[config.mk]
export PLATFORM = sky130hd
export DESIGN_NAME = iscas_bist_ctrl
export DESIGN_NICKNAME = d
export VERILOG_FILES = /design/src/rtl/iscas_bist_ctrl.sv
export SDC_FILE = /design/constraint.sdc
export NUM_CORES = 1
export LEC_CHECK = 0
export BUFFER_PORTS_ARGS = -buffer_cell sky130_fd_sc_hd__buf_2
export CORE_MARGIN = 3
export CORE_UTILIZATION = 50
export CTS_CLUSTER_SIZE = 12
export DETAILED_ROUTE_END_ITERATION = 12
export PLACE_DENSITY = 0.78
export SYNTH_ARGS = -nofsm -noshare
export SYNTH_HDL_FRONTEND = slang
export SYNTH_SLANG_ARGS = --single-unit
[constraint.sdc]
create_clock -name clk -period 3.76 [get_ports clk]
set_clock_uncertainty 0.1 [all_clocks]
set_input_delay 0.188 -clock clk [delete_from_list [all_inputs] [get_ports clk]]
set_output_delay 0.188 -clock clk [all_outputs]
set_load 0.03 [all_outputs]
[src/rtl/iscas_bist_ctrl.sv]
// Logic BIST sequencer for a small combinational CUT: drives exhaustive or LFSR
// patterns, compacts the responses in a MISR and compares against a golden signature.
module iscas_bist_ctrl #(
  parameter int unsigned           N_IN      = 5,
  parameter int unsigned           N_OUT     = 2,
  parameter int unsigned           SETTLE    = 1,
  parameter int unsigned           MISR_W    = 16,
  parameter logic [MISR_W-1:0]     MISR_POLY = 16'h8016,
  parameter logic [N_IN-1:0]       LFSR_POLY = 5'h12,
  parameter logic [MISR_W-1:0]     GOLDEN    = '0
) (
  input  logic              clk,
  input  logic              rst,
  input  logic              start,
  input  logic              mode,
  input  logic [N_OUT-1:0]  resp_in,
  output logic [N_IN-1:0]   pat_out,
  output logic              busy,
  output logic              done,
  output logic              pass,
  output logic [MISR_W-1:0] signature,
  output logic [N_IN:0]     pat_cnt
);

  typedef enum logic [1:0] {
    S_IDLE  = 2'd0,
    S_APPLY = 2'd1,
    S_DONE  = 2'd2
  } state_t;

  localparam logic [3:0]      SETTLE_LAST = 4'(SETTLE - 1);
  localparam logic [N_IN-1:0] PAT_SEED    = N_IN'(1);

  state_t              state_q, state_d;
  logic [N_IN-1:0]     pat_q, pat_d;
  logic [MISR_W-1:0]   sig_q, sig_d;
  logic [N_IN:0]       cnt_q, cnt_d;
  logic [3:0]          settle_q, settle_d;
  logic                mode_q, mode_d;
  logic                busy_q, busy_d;
  logic                done_q, done_d;

  logic [N_IN-1:0]     pat_lfsr;
  logic [N_IN-1:0]     pat_inc;
  logic [N_IN-1:0]     pat_adv;
  logic                last_pat;
  logic                settle_last;
  logic [MISR_W-1:0]   resp_ext;
  logic [MISR_W-1:0]   sig_upd;

  always_comb begin
    pat_lfsr    = (pat_q >> 1) ^ (pat_q[0] ? LFSR_POLY : '0);
    pat_inc     = pat_q + PAT_SEED;
    pat_adv     = mode_q ? pat_lfsr : pat_inc;
    // LFSR run ends on the state that would wrap back to the seed
    last_pat    = mode_q ? (pat_lfsr == PAT_SEED) : (&pat_q);
    settle_last = (settle_q == SETTLE_LAST);
    resp_ext    = MISR_W'(resp_in);
    sig_upd     = {sig_q[MISR_W-2:0], 1'b0}
                ^ (sig_q[MISR_W-1] ? MISR_POLY : '0)
                ^ resp_ext;
  end

  always_comb begin
    state_d  = state_q;
    pat_d    = pat_q;
    sig_d    = sig_q;
    cnt_d    = cnt_q;
    settle_d = settle_q;
    mode_d   = mode_q;
    busy_d   = busy_q;
    done_d   = done_q;
    case (state_q)
      S_IDLE, S_DONE: begin
        if (start) begin
          state_d  = S_APPLY;
          pat_d    = mode ? PAT_SEED : '0;
          sig_d    = '0;
          cnt_d    = '0;
          settle_d = '0;
          mode_d   = mode;
          busy_d   = 1'b1;
          done_d   = 1'b0;
        end
      end
      S_APPLY: begin
        if (settle_last) begin
          settle_d = '0;
          sig_d    = sig_upd;
          cnt_d    = cnt_q + (N_IN+1)'(1);
          if (last_pat) begin
            state_d = S_DONE;
            pat_d   = '0;
            busy_d  = 1'b0;
            done_d  = 1'b1;
          end else begin
            pat_d = pat_adv;
          end
        end else begin
          settle_d = settle_q + 4'd1;
        end
      end
      default: begin
        state_d = S_IDLE;
        busy_d  = 1'b0;
        done_d  = 1'b0;
      end
    endcase
  end

  always_ff @(posedge clk or posedge rst) begin
    if (rst) begin
      state_q  <= S_IDLE;
      pat_q    <= '0;
      sig_q    <= '0;
      cnt_q    <= '0;
      settle_q <= '0;
      mode_q   <= 1'b0;
      busy_q   <= 1'b0;
      done_q   <= 1'b0;
    end else begin
      state_q  <= state_d;
      pat_q    <= pat_d;
      sig_q    <= sig_d;
      cnt_q    <= cnt_d;
      settle_q <= settle_d;
      mode_q   <= mode_d;
      busy_q   <= busy_d;
      done_q   <= done_d;
    end
  end

  assign pat_out   = pat_q;
  assign busy      = busy_q;
  assign done      = done_q;
  assign signature = sig_q;
  assign pat_cnt   = cnt_q;
  assign pass      = done_q && (sig_q == GOLDEN);

endmodule

==> results.yml, run 1 <==
placed_design:
  dp.final_hpwl_mm: 2.58
  buffer_ports.inserted: 35
  gp_congestion: 0.854
worst_setup_path:
  timing.critical_path.max_delay_family: "simple AND/OR/NAND/NOR gates"
  required_worst_endpoint_ns: 3.47
  crit_path_cells: "inv_1 -> ha_1 -> nor4b_1 -> and4_1 -> buf_2"
  slowest_delay_ns: 0.44
  worst_ep_arrival_time_ns: 1.83
  critical_path.max_fanout: 4
  start_kind: "flip-flop"
  worst_setup_path_end_kind: "output pin"
  cp_num_buf_inv: 2
  classification_of_the_worst_setup_path: "reg2out"
  crit_path_top_delay_cell: "dfrtp_1"
floorplanning:
  dieWidth_um: 64.8
  floorplan.io_pins: 36
  die_height_um: 64.8
  initial_core_util_pct: 54.4
  placementRows: 20
  dieArea_um2: 4200
  floorplan.core_area_um2: 3180
run:
  max_cap_violations: 0
timing:
  final_hold_viol_count: 0
  max_freq_ghz: 0.472
  finalCritPeriodShare_pct: 56.3
  finalSetupViolations: 0
  relative_slew_slack_pct: 45.7
  layout_min_cycle_time_ns: 2.12
  timing.hold.ws_ns: 0.101
  final-max-slew-violation-count: 0
  rsz0062_at_grt: "no"
  least_margin_pin_slew_ns: 0.812
  timing.setup.tns_ns: 0
cells_and_area:
  antenna_diode_count: 0
  final_nets: 236
  area_growth_pct: 19.7
  fill_cells: 273
  drive_above_1_share_pct: 23.1
detailed_routing:
  residual_drc_count: 0
  detailedRoute.firstIterationViolations: 65
  route.detailed.wl_per_inst_um: 14.0
  detailroute.via_count: 1423
  detailedRoute.firstPassIterationCount: 4
  route.detailed.vias_per_inst: 5.29
  drt-total-wl_mm: 3.78
  final_antenna_net_count: 0
clock_network:
  ctsResizeCount: 0
  clock_sink_count: 35
  cts.clk_slew.worst_paths_ns: 0.11
  cts_inserted_buffers: 5
  worstSkewPairLatency_ns: 0.35
  cts.root.buffer_cell: "clkbuf_4"
  clockBufferDepth: 2
  post-cts-setup-buffer-count: 0
  htree_levels: 2
  tritoncts: "yes"
global_route:
  initial_antenna_violation_count: 0
  grt_pass1_wl_mm: 6.41
  first_global_vias: 1351
  grt_overflow_total: 0
  grt_start_max_net_pins: 36
  gr-usage-all-layers_pct: 20.0
synthesis:
  netlist_top_cells_count: "nand2_1, dfrtp_1, nand3_1, o21ai_0, nor2_1"
  synth.area.mux_share_pct: 3.04
  synth_xor_xnor_area_share_pct: 5.57
  combined_area_of_all_synthesized_cells_um2: 1730
  synth.avg_cell_area_um2: 9.51
  compound_cell_area_share_of_the_yosys_netlist_pct: 9.11
  post_synth_main_area_contributors: "dfrtp_1, nand2_1, nand3_1"
  synthDominantCellAreaShare_pct: 50.6
  synthMostInstantiatedCell: "nand2_1"
  synth_enable_flop_cells: 0
  synth_simple_gate_area_share_pct: 24.5
  synth_top_family_by_area: "simple AND/OR/NAND/NOR gates"
  yosysWarnings: 0
  ys_seq_elements: 35
  synth_ff_type: "dfrtp_1"
  synth_cells: 182
  syn_nets: 194
  synth_seq_area_share_pct: 50.6
  synth-async-reset-ratio_pct: 100
  synth_fa_ha_area_share_pct: 4.34
  synth_cell_type_count: 33
  synthDominantAreaCellType: "dfrtp_1"
pwr:
  ir_worst_vdd_mv: 0.436
  power_leakage_nw: 1.03
  power.density_nw_per_um2: 868
status:
  status: "finished clean"
min_path:
  timing.hold.worst.class: "in2reg"
layout make-up:
class / instances / area [µm²] / area share, %
clock inverters: 2 / 35.0 / 1.69
flip-flops and latches: 35 / 876 / 42.3
well taps: 44 / 55.1 / 2.66
clock buffers: 6 / 51.3 / 2.48
inverters: 7 / 26.3 / 1.27
multi-input cells: 135 / 806 / 38.9
repair buffers: 40 / 223 / 10.7
kinds of logic after synthesis:
group / after synthesis
buf+inv: 12
xor+xnor: 11
fa+ha+maj: 6
simple gates: 88
flops: 35
mux: 5
compound gates: 25
cell usage in the layout, fill, tap and decap left out, types with 3 or more instances in the layout:
cell type	Yosys	layout
nand2_1	44	44
xnor2_1	9	9
inv_1	7	7
clkbuf_4	0	5
nor2_1	10	10
mux2i_1	3	3
o21ai_0	12	12
buf_2	3	35
o31ai_1	5	5
dfrtp_1	35	35
ha_1	6	6
nor4_1	3	3
nand3_1	17	17
dlygate4sd3_1	0	4
sequential cells by signal, summed over array words and instances (netlist names):
signal and cells:
signature 16, pat_cnt 6, pat_out 5, settle_q 4, state_q 2, busy 1
mode_q 1
what timing repair did:
action                                  in CTS  in global routing
endpoints found under the setup margin       0                  0
hold buffers                                 4                  0
endpoints found under the hold margin       40                  0
power breakdown:
group / internal (mW) / total (mW) / leakage [nW] / switching [mW]
Clock: 0.157 / 0.290 / 0.0482 / 0.133
Combinational: 0.297 / 0.820 / 0.539 / 0.524
Sequential: 0.519 / 0.689 / 0.446 / 0.170
tightest hold or removal path, cell delays in order:
cell	delay, ns
buf_2	0.09
xnor2_1	0.07
xnor2_1	0.12
o21ai_0	0.06
metrics by stage:
step                cell area [µm²]  setup WS (ns)  util, %  total power [mW]  instances
floorplan                      1730           1.74        -              1.28        182
global placement               1950           1.77     61.2              1.49        257
detailed placement             1950           1.68     61.2              1.52        257
CTS                            2070           1.65     65.2              1.81        269
global route                   2070           1.53     65.2              1.94        269
finish                         2070           1.64     65.2              1.80        269
worst paths after layout:
kind	startpoint	endpoint	slack [ns]	cells past startpoint
worst max-delay path	signature[15]$_DFFE_PP0P_	pass	1.64	5
worst min-delay path	resp_in[1]	signature[1]$_DFFE_PP0P_	0.10	4
worst max register to register	pat_out[0]$_DFFE_PP0P_	pat_out[1]$_DFFE_PP0P_	1.69	6
worst min register to register	pat_cnt[4]$_DFFE_PP0P_	pat_cnt[4]$_DFFE_PP0P_	0.42	1
max in group asynchronous	rst	pat_cnt[1]$_DFFE_PP0P_	2.89	4
min in group asynchronous	rst	pat_out[2]$_DFFE_PP0P_	0.35	4
routing by layer:
layer | global-route usage [%] | routed length, µm | vias to the layer above
met5 | 0 | 0 | -
li1 | - | - | 708
met2 | 32.2 | 1840 | 43
met4 | 8.71 | 59 | 0
met3 | 4.68 | 187 | 7
met1 | 25.7 | 1690 | 665
Note: power is estimated with default switching activity, not from simulation.
==> run 2: changes to the inputs <==
--- a/config.mk
+++ b/config.mk
@@ -7,7 +7,7 @@
 export LEC_CHECK = 0
 export BUFFER_PORTS_ARGS = -buffer_cell sky130_fd_sc_hd__buf_2
 export CORE_MARGIN = 3
-export CORE_UTILIZATION = 50
+export CORE_UTILIZATION = 48
 export CTS_CLUSTER_SIZE = 12
 export DETAILED_ROUTE_END_ITERATION = 12
 export PLACE_DENSITY = 0.78
==> constraint.sdc (replaced) <==
create_clock -name clk -period 1.8 [get_ports clk]
set_clock_uncertainty 0.1 [all_clocks]
set_input_delay 0.09 -clock clk [delete_from_list [all_inputs] [get_ports clk]]
set_output_delay 0.09 -clock clk [all_outputs]
set_load 0.03 [all_outputs]
==> results.yml, run 2 (synthesis gave the netlist of run 1 again) <==
clock_network:
  cts_inserted_buffers: 5
  cts.root.buffer_cell: "clkbuf_4"
  htree_levels: 2
  cts.clk_slew.worst_paths_ns: 0.10
  worstSkewPairLatency_ns: 0.35
  clockBufferDepth: 2
  clock_sink_count: 35
  tritoncts: "yes"
timing:
  finalCritPeriodShare_pct: 98.2
  finalSetupViolations: 0
  timing.setup.tns_ns: 0
  least_margin_pin_slew_ns: 0.604
  final-max-slew-violation-count: 0
  rsz0062_at_grt: "yes"
  fin_ws_ns: 0.0319
  timing.hold.ws_ns: 0.0245
  max_freq_ghz: 0.566
  layout_min_cycle_time_ns: 1.77
  relative_slew_slack_pct: 59.7
  final_hold_viol_count: 0
detailed_routing:
  detailroute.via_count: 1522
  route.detailed.wl_per_inst_um: 14.2
  drt-total-wl_mm: 4.11
  final_antenna_net_count: 0
  detailedRoute.firstPassIterationCount: 4
  detailedRoute.firstIterationViolations: 98
  residual_drc_count: 0
  route.detailed.vias_per_inst: 5.25
pwr:
  power.switching_mw: 1.87
  switching_share_pct: 46.0
  power_leakage_nw: 1.13
  p_int_mw: 2.19
  power_frac_clock_pct: 12.3
  power.density_nw_per_um2: 1750
  ir_worst_vdd_mv: 0.984
  seq_power_share_pct: 35.4
  combinationalPowerShare_pct: 52.4
placed_design:
  gp_congestion: 0.796
  dpl_worst_slack_ns: 0.00286
  dp.final_hpwl_mm: 2.80
  place.detailed.instances: 272
  buffer_ports.inserted: 35
min_path:
  timing.hold.worst.class: "in2reg"
  hold_start: "resp_in[1]"
  worst_hold_path.num_cells: 4
  holdPathEnd: "signature[1]$_DFFE_PP0P_"
floorplanning:
  dieWidth_um: 66.0
  floorplan.io_pins: 36
  dieArea_um2: 4360
  die_height_um: 66.0
  floorplan.core_area_um2: 3420
  placementRows: 21
  initial_core_util_pct: 50.7
cells_and_area:
  mostFrequentLayoutCell: "nand2_1"
  largest_reg_flops: 16
  final_nets: 255
  drive_above_1_share_pct: 33.6
  finalNonFillerCells: 290
  antenna_diode_count: 0
  area_growth_pct: 33.8
  most-common-layout-cells: "nand2_1, buf_2, dfrtp_1"
  finish.utilization_pct: 67.8
worst_setup_path:
  worst_ep_arrival_time_ns: 1.93
  reg2reg_slack_ns: 0.03
  cp_num_buf_inv: 2
  timing.reg2reg.worst_path_depth: 7
  r2r_path_end: "signature[14]$_DFFE_PP0P_"
  slowest_delay_ns: 0.42
  critical_path.reg2reg.startpoint: "settle_q[0]$_DFFE_PP0P_"
  classification_of_the_worst_setup_path: "reg2reg"
  required_worst_endpoint_ns: 1.96
  worst_setup_path_end_kind: "flip-flop"
  crit_path_top_delay_cell: "or3b_4"
  timing.critical_path.max_delay_family: "simple AND/OR/NAND/NOR gates"
  crit_path_cells: "inv_1 -> ha_4 -> or3b_4 -> nor2_4 -> buf_6 -> nand2_1 -> o31ai_1"
  critical_path.max_fanout: 5
  start_kind: "flip-flop"
global_route:
  grt_pass1_wl_mm: 6.71
  grt_overflow_total: 0
  initial_antenna_violation_count: 0
  gr-usage-all-layers_pct: 20.5
  grt_start_max_net_pins: 36
  first_global_vias: 1485
status:
  status: "finished clean"
run:
  max_cap_violations: 0
run 2: what timing repair did:
| action | in CTS | in global routing |
|---|---|---|
| pin swaps | 0 | 3 |
| endpoints found under the hold margin | 40 | 0 |
| setup endpoints to repair | 1 | 26 |
| buffers inserted | 1 | 4 |
| gates resized for setup | 2 | 15 |
| hold buffers | 4 | 0 |
| cloned | 0 | 1 |
run 2: cell type report:
type	count	area, µm²
Clock buffer	8	68.8
Fill cell	272	1100
Inverter	7	26.3
Multi-Input combinational cell	135	910
Sequential cell	35	878
Tap cell	46	57.6
Timing Repair Buffer	59	375
run 2: worst register-to-register path, delay by kind of cell (launching register included):
kind,cells,cell delay (ns)
AND/OR/NAND/NOR,3,0.71
adder cells (fa/ha/maj),1,0.15
buffers and inverters,2,0.27
AO/OA/AOI/OAI,1,0.07
flip-flops,1,0.39
run 2: power by group through the flow:
stage,Combinational (mW),Clock [mW],Sequential [mW]
2_1_floorplan,0.865,0,1.87
3_3_place_gp,1.88,0,1.42
3_5_place_dp,1.93,0,1.43
4_1_cts,1.97,0.503,1.41
5_1_grt,2.34,0.526,1.48
6_report,2.12,0.498,1.43
run 2: per-layer routing:
metal	track usage, %	routed length, µm
met1	26.7	1890
met3	4.76	134
met2	32.4	2000
met4	9.39	78
met5	0	0
run 2: stage by stage:
stage / cell area (µm²) / power [mW]
final: 2320 / 4.06
after global routing: 2320 / 4.34
after CTS: 2220 / 3.88
after detailed placement: 2090 / 3.35
after global placement: 2090 / 3.30
after floorplan: 1780 / 2.73
run 2: how the worst max path moves through the flow:
stage                     slack [ns]                   endpoint                       from  cells past startpoint
after detailed placement       0.003     pat_cnt[5]$_DFFE_PP0P_    settle_q[1]$_DFFE_PP0P_                      6
after CTS                       0.02                       pass  signature[15]$_DFFE_PP0P_                      5
final                           0.03  signature[14]$_DFFE_PP0P_    settle_q[0]$_DFFE_PP0P_                      7
after floorplan                 0.03     pat_out[0]$_DFFE_PP0P_     pat_out[0]$_DFFE_PP0P_                      6
after global placement          0.05     pat_out[0]$_DFFE_PP0P_     pat_out[1]$_DFFE_PP0P_                      6
after global routing           -0.03  signature[14]$_DFFE_PP0P_    settle_q[0]$_DFFE_PP0P_                      7
==> run 3: changes to the inputs <==
--- a/config.mk
+++ b/config.mk
@@ -5,12 +5,13 @@
 export SDC_FILE = /design/constraint.sdc
 export NUM_CORES = 1
 export LEC_CHECK = 0
+export ABC_AREA = 1
 export BUFFER_PORTS_ARGS = -buffer_cell sky130_fd_sc_hd__buf_2
 export CORE_MARGIN = 3
-export CORE_UTILIZATION = 48
+export CORE_UTILIZATION = 49
 export CTS_CLUSTER_SIZE = 12
 export DETAILED_ROUTE_END_ITERATION = 12
-export PLACE_DENSITY = 0.78
+export PLACE_DENSITY = 0.79
 export SYNTH_ARGS = -nofsm -noshare
 export SYNTH_HDL_FRONTEND = slang
 export SYNTH_SLANG_ARGS = --single-unit
==> results.yml, run 3 <==
clock_network:
  htree_levels: 2
  clockBufferDepth: 2
  cts.root.buffer_cell: "clkbuf_8"
  cts.clk_slew.worst_paths_ns: 0.07
  worstSkewPairLatency_ns: 0.28
  tritoncts: "yes"
  cts_inserted_buffers: 5
  clock_sink_count: 35
cells_and_area:
  mostFrequentLayoutCell: "nand2_1"
  area_growth_pct: 23.5
  final_nets: 272
  drive_above_1_share_pct: 29.1
  largest_reg_flops: 16
  most-common-layout-cells: "nand2_1, buf_2, dfrtp_1"
  antenna_diode_count: 0
synthesis:
  combined_area_of_all_synthesized_cells_um2: 1820
  netlist_top_cells_count: "nand2_1, dfrtp_1, inv_1, o21ai_0, nand3_1"
  synth_ff_type: "dfrtp_1"
  synthDominantCellAreaShare_pct: 48.2
  syn_nets: 222
  synthDominantAreaCellType: "dfrtp_1"
  synth-async-reset-ratio_pct: 100
  synth_seq_area_share_pct: 48.2
  synth_enable_flop_cells: 0
  ys_seq_elements: 35
  synth.avg_cell_area_um2: 8.65
  synth_cells: 210
  yosysWarnings: 0
  synth_cell_type_count: 28
  synthMostInstantiatedCell: "nand2_1"
  post_synth_main_area_contributors: "dfrtp_1, nand2_1, inv_1"
floorplanning:
  floorplan.core_area_um2: 3440
  die_height_um: 66.9
  dieArea_um2: 4470
  dieWidth_um: 66.9
  initial_core_util_pct: 52.8
  floorplan.io_pins: 36
  placementRows: 21
min_path:
  holdPathEnd: "busy$_DFFE_PP0P_"
  worst_hold_path.num_cells: 3
  hold_start: "start"
  timing.hold.worst.class: "in2reg"
status:
  status: "finished clean"
worst_setup_path:
  timing.reg2reg.worst_path_depth: 11
  cp_num_buf_inv: 2
  crit_path_cells: "inv_2 -> ha_1 -> nand2_1 -> nor3_2 -> nand4_1 -> nor3_2 -> buf_4"
  worst_ep_arrival_time_ns: 1.54
  classification_of_the_worst_setup_path: "reg2out"
  crit_path_top_delay_cell: "dfrtp_2"
  r2r_path_end: "pat_out[1]$_DFFE_PP0P_"
  critical_path.max_fanout: 6
  start_kind: "flip-flop"
  reg2reg_slack_ns: 0.12
  worst_setup_path_end_kind: "output pin"
  timing.critical_path.max_delay_family: "simple AND/OR/NAND/NOR gates"
  required_worst_endpoint_ns: 1.61
  critical_path.reg2reg.startpoint: "pat_out[1]$_DFFE_PP0P_"
  slowest_delay_ns: 0.44
  crit_path_frequent_cell: "nor3_2"
run:
  max_cap_violations: 0
timing:
  finalCritPeriodShare_pct: 96.3
  layout_min_cycle_time_ns: 1.73
  final_hold_viol_count: 0
  finalSetupViolations: 0
  least_margin_pin_slew_ns: 0.429
  max_freq_ghz: 0.577
  final-max-slew-violation-count: 0
  rsz0062_at_grt: "yes"
  timing.hold.ws_ns: 0.0291
  relative_slew_slack_pct: 71.4
pwr:
  ir_worst_vdd_mv: 0.831
  total_power_of_the_final_layout_mw: 4.37
  power_leakage_nw: 1.20
  power.density_nw_per_um2: 1950
detailed_routing:
  final_antenna_net_count: 0
  drt-total-wl_mm: 3.88
  detailedRoute.firstIterationViolations: 116
  residual_drc_count: 0
  route.detailed.vias_per_inst: 5.09
  detailedRoute.firstPassIterationCount: 4
  route.detailed.wl_per_inst_um: 12.6
  detailroute.via_count: 1562
placed_design:
  gp_congestion: 0.902
  dp.final_hpwl_mm: 2.72
  buffer_ports.inserted: 35
global_route:
  gr-usage-all-layers_pct: 19.2
  grt_start_max_net_pins: 36
  first_global_vias: 1479
  initial_antenna_violation_count: 0
  grt_pass1_wl_mm: 6.58
  grt_overflow_total: 0
-- run 3: cell count changes in the layout (fill, tap and decap cells not counted), sizes merged, moves of 3 or more --
| cell | previous run | this run |
|---|---|---|
| a21oi | 3 | 6 |
| buf | 55 | 43 |
| inv | 7 | 35 |
| nand2 | 44 | 53 |
| nand3 | 17 | 13 |
| nand4 | 0 | 4 |
| nor4 | 4 | 0 |
| o21ai | 14 | 21 |
| o22ai | 0 | 12 |
| o31ai | 5 | 0 |
| xnor2 | 9 | 1 |
-- run 3: how the worst max path moves through the flow --
stage / cells after the start / to / from / slack, ns
final: 7 / pass / signature[15]$_DFFE_PP0P_ / 0.07
after global routing: 11 / busy$_DFFE_PP0P_ / pat_out[1]$_DFFE_PP0P_ / -0.04
after CTS: 7 / pass / signature[15]$_DFFE_PP0P_ / 0.001
after detailed placement: 11 / pat_out[3]$_DFFE_PP0P_ / pat_out[1]$_DFFE_PP0P_ / 0.07
after global placement: 11 / pat_out[3]$_DFFE_PP0P_ / pat_out[1]$_DFFE_PP0P_ / 0.17
after floorplan: 11 / state_q[1]$_DFFE_PP0P_ / pat_out[1]$_DFFE_PP0P_ / 0.04
-- run 3: kinds of logic after synthesis --
| kind of cell | count (synthesis) | share of synthesized area [%] |
|---|---|---|
| AND/OR/NAND/NOR | 87 | 23.4 |
| multiplexers | 1 | 0.551 |
| flip-flops | 35 | 48.2 |
| adder cells (fa/ha/maj) | 6 | 4.13 |
| buffers and inverters | 38 | 9.37 |
| AO/OA/AOI/OAI | 40 | 12.9 |
| XOR/XNOR | 3 | 1.45 |
-- run 3: where the power goes --
| part | total [mW] | switching (mW) | internal [mW] |
|---|---|---|---|
| logic | 2.27 | 1.53 | 0.736 |
| clock network | 0.720 | 0.272 | 0.448 |
| registers | 1.39 | 0.286 | 1.10 |
| total | 4.37 | 2.09 | 2.29 |
-- run 3: stage by stage --
stage / worst slack, ns / area [µm²] / cells / setup TNS, ns / utilization (%)
finish: 0.0663 / 2240 / 307 / 0 / 65.2
global route: -0.0364 / 2240 / 307 / -0.115 / 65.2
CTS: 0.00132 / 2200 / 303 / 0 / 63.9
detailed placement: 0.0683 / 2050 / 292 / 0 / 59.5
global placement: 0.165 / 2050 / 292 / 0 / 59.5
floorplan: 0.0430 / 1820 / 210 / 0 / -
-- run 3: area by class of cell --
cell class                      instances  area, µm²
Clock inverter                          2       35.0
Timing Repair Buffer                   46        268
Tap cell                               46       57.6
Clock buffer                            6       82.6
Fill cell                             283       1200
Sequential cell                        35        878
Multi-Input combinational cell        137        788
Inverter                               35        134
-- run 3: routing by layer --
layer  share of wire (%)  track usage (%)  vias up
met3                 4.1             3.71        7
li1                    -                -      785
met1                  47             26.1      733
met2                  48             30.4       37
met4                0.75             6.58        0
met5                   0                0        -
-- run 3: timing repair --
action | in CTS | in global routing
setup buffers | 0 | 4
setup endpoints to repair | 1 | 8
pin swaps | 0 | 2
hold endpoints to repair | 38 | 0
gates resized for setup | 2 | 4
hold buffers | 3 | 0
-- run 3: worst min-delay path: stages --
cell,delay (ns)
buf_2,0.12
nand2_4,0.08
nand2_1,0.08
